### src/rtl/rat_alu_pipe.sv
// Registered RAT ALU with valid/ready handshakes and internal C/Z flags.
// Define RAT_ALU_MUL_EN to make SEL 15 a multi-cycle shift-add multiply.
module rat_alu_pipe #(
    parameter int WIDTH = 8
) (
    input  logic             CLK,
    input  logic             RST_N,
    input  logic             IN_VALID,
    output logic             IN_READY,
    input  logic [3:0]       SEL,
    input  logic [WIDTH-1:0] A,
    input  logic [WIDTH-1:0] B,
    output logic             OUT_VALID,
    input  logic             OUT_READY,
    output logic [WIDTH-1:0] RESULT,
    output logic             C,
    output logic             Z,
    output logic             RES_WE,
    output logic             FLAG_C,
    output logic             FLAG_Z
);

    logic             r_live;
    logic             r_out_valid;
    logic [WIDTH-1:0] r_result;
    logic             r_c;
    logic             r_z;
    logic             r_we;
    logic             r_mov;
    logic             r_flag_c;
    logic             r_flag_z;

    logic             w_idle;
    logic             w_hs;
    logic             w_accept;
    logic             w_cf;
    logic             w_acc_mul;
    logic             w_done;
    logic [WIDTH-1:0] w_mul_res;
    logic             w_mul_c;
    logic [WIDTH-1:0] w_res;
    logic             w_c;
    logic             w_we;
    logic             w_mov;

    assign w_hs     = r_out_valid && OUT_READY;
    assign IN_READY = r_live && w_idle && (!r_out_valid || OUT_READY);
    assign w_accept = IN_VALID && IN_READY;
    // Carry bypass: use the flag value being written on this very edge.
    assign w_cf     = (w_hs && !r_mov) ? r_c : r_flag_c;

`ifdef RAT_ALU_MUL_EN
    localparam int CW = $clog2(WIDTH + 1);

    typedef enum logic {
        S_IDLE,
        S_BUSY
    } state_t;

    state_t             r_state;
    state_t             w_next;
    logic [CW-1:0]      r_cnt;
    logic [2*WIDTH-1:0] r_acc;
    logic [2*WIDTH-1:0] r_mcand;
    logic [WIDTH-1:0]   r_mplier;

    assign w_idle    = (r_state == S_IDLE);
    assign w_acc_mul = w_accept && (SEL == 4'd15);
    assign w_done    = (r_state == S_BUSY) && (r_cnt == CW'(WIDTH));
    assign w_mul_res = r_acc[WIDTH-1:0];
    assign w_mul_c   = |r_acc[2*WIDTH-1:WIDTH];

    always_ff @(posedge CLK or negedge RST_N) begin
        if (!RST_N) begin
            r_state <= S_IDLE;
        end else begin
            r_state <= w_next;
        end
    end

    always_comb begin
        w_next = r_state;
        case (r_state)
            S_IDLE: if (w_acc_mul) w_next = S_BUSY;
            S_BUSY: if (w_done) w_next = S_IDLE;
            default: w_next = S_IDLE;
        endcase
    end

    always_ff @(posedge CLK or negedge RST_N) begin
        if (!RST_N) begin
            r_cnt    <= '0;
            r_acc    <= '0;
            r_mcand  <= '0;
            r_mplier <= '0;
        end else if (w_acc_mul) begin
            r_cnt    <= '0;
            r_acc    <= '0;
            r_mcand  <= {{WIDTH{1'b0}}, A};
            r_mplier <= B;
        end else if (r_state == S_BUSY && !w_done) begin
            if (r_mplier[0]) r_acc <= r_acc + r_mcand;
            r_mcand  <= r_mcand << 1;
            r_mplier <= r_mplier >> 1;
            r_cnt    <= r_cnt + CW'(1);
        end
    end
`else
    assign w_idle    = 1'b1;
    assign w_acc_mul = 1'b0;
    assign w_done    = 1'b0;
    assign w_mul_res = '0;
    assign w_mul_c   = 1'b0;
`endif

    always_comb begin
        w_res = '0;
        w_c   = 1'b0;
        w_we  = 1'b1;
        w_mov = 1'b0;
        case (SEL)
            4'd0: {w_c, w_res} = {1'b0, A} + {1'b0, B};
            4'd1: {w_c, w_res} = {1'b0, A} + {1'b0, B}
                               + (WIDTH+1)'(w_cf);
            4'd2: {w_c, w_res} = {1'b0, A} - {1'b0, B};
            4'd3: {w_c, w_res} = {1'b0, A} - {1'b0, B}
                               - (WIDTH+1)'(w_cf);
            4'd4: begin
                {w_c, w_res} = {1'b0, A} - {1'b0, B};
                w_we = 1'b0;
            end
            4'd5: w_res = A & B;
            4'd6: w_res = A | B;
            4'd7: w_res = A ^ B;
            4'd8: begin
                w_res = A & B;
                w_we  = 1'b0;
            end
            4'd9: {w_c, w_res} = {A, w_cf};
            4'd10: begin
                w_c   = A[0];
                w_res = {w_cf, A[WIDTH-1:1]};
            end
            4'd11: begin
                w_c   = A[WIDTH-1];
                w_res = {A[WIDTH-2:0], A[WIDTH-1]};
            end
            4'd12: begin
                w_c   = A[0];
                w_res = {A[0], A[WIDTH-1:1]};
            end
            4'd13: begin
                w_c   = A[0];
                w_res = {A[WIDTH-1], A[WIDTH-1:1]};
            end
            4'd14: begin
                w_res = B;
                w_mov = 1'b1;
            end
            default: w_we = 1'b0;
        endcase
    end

    always_ff @(posedge CLK or negedge RST_N) begin
        if (!RST_N) begin
            r_live      <= 1'b0;
            r_out_valid <= 1'b0;
            r_result    <= '0;
            r_c         <= 1'b0;
            r_z         <= 1'b0;
            r_we        <= 1'b0;
            r_mov       <= 1'b0;
        end else begin
            r_live <= 1'b1;
            if (w_accept && !w_acc_mul) begin
                r_out_valid <= 1'b1;
                r_result    <= w_res;
                r_c         <= w_c;
                r_z         <= (w_res == '0);
                r_we        <= w_we;
                r_mov       <= w_mov;
            end else if (w_done) begin
                r_out_valid <= 1'b1;
                r_result    <= w_mul_res;
                r_c         <= w_mul_c;
                r_z         <= (w_mul_res == '0);
                r_we        <= 1'b1;
                r_mov       <= 1'b0;
            end else if (w_hs) begin
                r_out_valid <= 1'b0;
            end
        end
    end

    always_ff @(posedge CLK or negedge RST_N) begin
        if (!RST_N) begin
            r_flag_c <= 1'b0;
            r_flag_z <= 1'b0;
        end else if (w_hs && !r_mov) begin
            r_flag_c <= r_c;
            r_flag_z <= r_z;
        end
    end

    assign OUT_VALID = r_out_valid;
    assign RESULT    = r_result;
    assign C         = r_c;
    assign Z         = r_z;
    assign RES_WE    = r_we;
    assign FLAG_C    = r_flag_c;
    assign FLAG_Z    = r_flag_z;

endmodule

### config.mk
export PLATFORM = sky130hd
export DESIGN_NAME = rat_alu_pipe
export DESIGN_NICKNAME = d
export VERILOG_FILES = /design/src/rtl/rat_alu_pipe.sv
export SDC_FILE = /design/constraint.sdc
export NUM_CORES = 1
export LEC_CHECK = 0
export CORE_UTILIZATION = 40
export CTS_BUF_LIST = sky130_fd_sc_hd__clkbuf_8
export CTS_CLUSTER_SIZE = 14
export DETAILED_ROUTE_END_ITERATION = 16
export DONT_BUFFER_PORTS = 1
export HOLD_SLACK_MARGIN = 0.02
export PLACE_DENSITY_LB_ADDON = 0.15
export SYNTH_ARGS = -nofsm -noshare
export SYNTH_HDL_FRONTEND = slang
export SYNTH_SLANG_ARGS = --single-unit
### constraint.sdc
create_clock -name CLK -period 7.3 [get_ports CLK]
set_input_delay 1.46 -clock CLK [delete_from_list [all_inputs] [get_ports CLK]]
set_output_delay 1.46 -clock CLK [all_outputs]
set_load 0.03 [all_outputs]
==> flow_summary.json <==
{
  "status": "complete, no violations",
  "drc": 0,
  "r2r_setup_slack_ns": 4.09,
  "nFillCells": 779,
  "crit_required_ns": 7.44,
  "grt_max_degree": 32,
  "die_w_um": 88.1,
  "ir_drop_mv": 0.0603,
  "cts_root_buf": "clkbuf_8",
  "dieArea_um2": 7760,
  "multi_input_area_um2": 2330,
  "area_growth_pct": 1.94,
  "track_usage": 0.260,
  "cts_tree": "built",
  "numCtsBuffers": 3,
  "wl_per_cell_um": 21.2,
  "portBuffers": 0,
  "post-cts-setup-buffer-count": 0,
  "worst_slew_pin_slew_ns": 0.885,
  "clk_path_buf_depth": 2,
  "holdBufCountCts": 0,
  "finalClockSkew_ns": 0.00169,
  "firstDrtPassIters": 5,
  "grt_pass1_vias": 2832,
  "synth_edf_count": 0,
  "gp_congestion": 0.936,
  "maxSlewHeadroom": 0.402,
  "synth_area_leaders": "dfrtp_1 (14%), ha_1 (12%), nand2_1 (3.7%)",
  "nets": 426,
  "endpoint_kind": "flop",
  "r2r_end": "Z",
  "synth_top_area_cell": "dfrtp_1",
  "routed_via_density": 6.46,
  "synth_area_um2": 2960,
  "clock_latency_ns": 0.24,
  "synth_cells": 390,
  "worst_setup_path_start_kind": "input pin",
  "drv_slew": 0,
  "p_total_uw": 429,
  "cts.htree.levels": 1,
  "hold_class": "flop to flop",
  "setup_viol": 0,
  "die_h_um": 88.1,
  "cp_slowest_cell": "a2111oi_1",
  "tns_ns": 0,
  "r2r_start": "OUT_VALID",
  "finalHoldViolCount": 0,
  "yosys-top-cells-count": "nand2_1 (29), ha_1 (28), inv_1 (28)",
  "ff2ff_path_depth": 10,
  "synth_nets": 444,
  "path_cells": "inv_1 > ha_1 > fa_1 > or2_1 > a21o_1 > xnor2_1 > a21oi_1 > o21a_1 > a2111oi_1 > nand4_1 > o41ai_2",
  "grt_pass1_wl_mm": 15.4,
  "ys_seq_elements": 16,
  "ios": 39,
  "fin_util": 0.419,
  "max_stage_delay_ns": 0.49,
  "maxCapViolCount": 0,
  "initial_utilization": 0.411,
  "synth-main-ff-cell": "dfrtp_1",
  "wirelength_mm": 9.94,
  "post_synth_num_cell_types": 76,
  "crit_type": "input pin to flop",
  "p_per_area_nw_per_um2": 142,
  "seq_area_frac_synth": 0.135,
  "ff_latch_area_um2": 400,
  "p_leak_nw": 1.25,
  "min_period_ns": 4.17,
  "rsz0062_at_grt": "no",
  "async_flop_share": 1.00,
  "rows": 31,
  "holdPathEnd": "r_mov",
  "core_area_um2": 7210,
  "critPathArrivalTime_ns": 4.31,
  "critPathTopFamily": "compound AO/OA/AOI/OAI gates",
  "yosysWarnings": 0,
  "min_period_over_period": 0.571,
  "crit_path_start": "A[0]",
  "min_path_cells": 2,
  "post-dp-hpwl_mm": 7.63,
  "path_max_fanout": 5,
  "ctsResizeCount": 0,
  "cts_num_sinks": 16,
  "yosysMostFrequentCell": "nand2_1",
  "drt_iter0_markers": 348,
  "hold_start": "r_mov",
  "max_freq_ghz": 0.240,
  "yosysTopAreaCellShare": 0.135,
  "drive_gt1_frac": 0.0730,
  "postRouteAntennaNets": 0,
  "antenna_found_initial": 0,
  "vias": 3028,
  "clkTransAtPathRegs_ns": 0.06,
  "insertedDiodeCount": 0,
  "worst-path-buf-inv": 1,
  "syn_area_per_cell_um2": 7.60,
  "grt.overflow.total": 0
}
-- layout make-up --
class                   count  area share
flip-flops and latches     16       0.133
well taps                  99      0.0410
inverters                  30      0.0373
clock buffers               3      0.0137
multi-input cells         320       0.773
repair buffers              1     0.00249
-- power by group --
| group | internal (mW) | switching [mW] | leakage, nW | total (mW) |
|---|---|---|---|---|
| sequential | 0.105 | 0.0444 | 0.199 | 0.150 |
| clock | 0.0365 | 0.0284 | 0.0216 | 0.0650 |
| combinational | 0.0862 | 0.128 | 1.03 | 0.215 |
| total | 0.228 | 0.201 | 1.25 | 0.429 |
-- worst max-delay path by stage --
stage / end / slack, ns / depth (start not counted)
global placement: Z / 2.90 / 11
CTS: Z / 3.16 / 11
finish: Z / 3.13 / 11
detailed placement: Z / 2.92 / 11
global route: Z / 2.96 / 11
floorplan: RESULT[7] / 3.42 / 11
-- logic make-up (layout without fill, tap and decap cells) --
logic type      after synthesis  count (layout)  synth area share
xor+xnor                     17              17            0.0503
compound gates              133             133             0.332
other cells                   1               1           0.00127
fa+ha+maj                    30              30             0.132
mux                           9               9            0.0338
simple gates                130             130             0.239
buf+inv                      54              34            0.0769
flops                        16              16             0.135
-- state kept, by name, indices dropped and copies added, names as in the netlist --
name,cells
OUT_VALID,1
Z,1
FLAG_C,1
RES_WE,1
r_live,1
C,1
RESULT,8
FLAG_Z,1
r_mov,1
-- through the flow --
step	cell area [um^2]	worst slack [ns]	instances	hold slack (ns)
after floorplan	2960	3.42	390	0.441
after global placement	2980	2.90	466	0.473
after detailed placement	2980	2.92	466	0.478
after CTS	3020	3.16	469	0.492
after global routing	3020	2.96	469	0.505
final	3020	3.13	469	0.486
-- placed cells by master, fill, tap and decap left out, types with 6 or more instances in the layout --
cell type and instances:
o21ai_0 20, nand2b_1 7, nor2b_1 13, mux2_2 7, nand2_1 29, nand3_1 10
ha_1 28, xnor2_1 12, o21ai_1 6, a21oi_1 21, inv_1 28, nor2_1 26
o21a_1 6, a22oi_1 7, a211oi_1 8, nor3_1 6, dfrtp_1 16, a22o_1 7
-- worst min-delay path, delay by kind of cell (launching register included) --
| family | cells | cell delay (ns) |
|---|---|---|
| AND/OR/NAND/NOR | 1 | 0.04 |
| AO/OA/AOI/OAI | 1 | 0.06 |
| flip-flops | 1 | 0.34 |
-- layer usage --
layer,track usage,up-vias,share of wire,routed length [um]
li1,-,1412,-,-
met1,0.365,1442,0.44,4400
met2,0.413,146,0.44,4410
met3,0.0424,28,0.085,844
met4,0.0645,0,0.029,285
met5,0,-,0,0
Power figures use the tool's default switching activity.
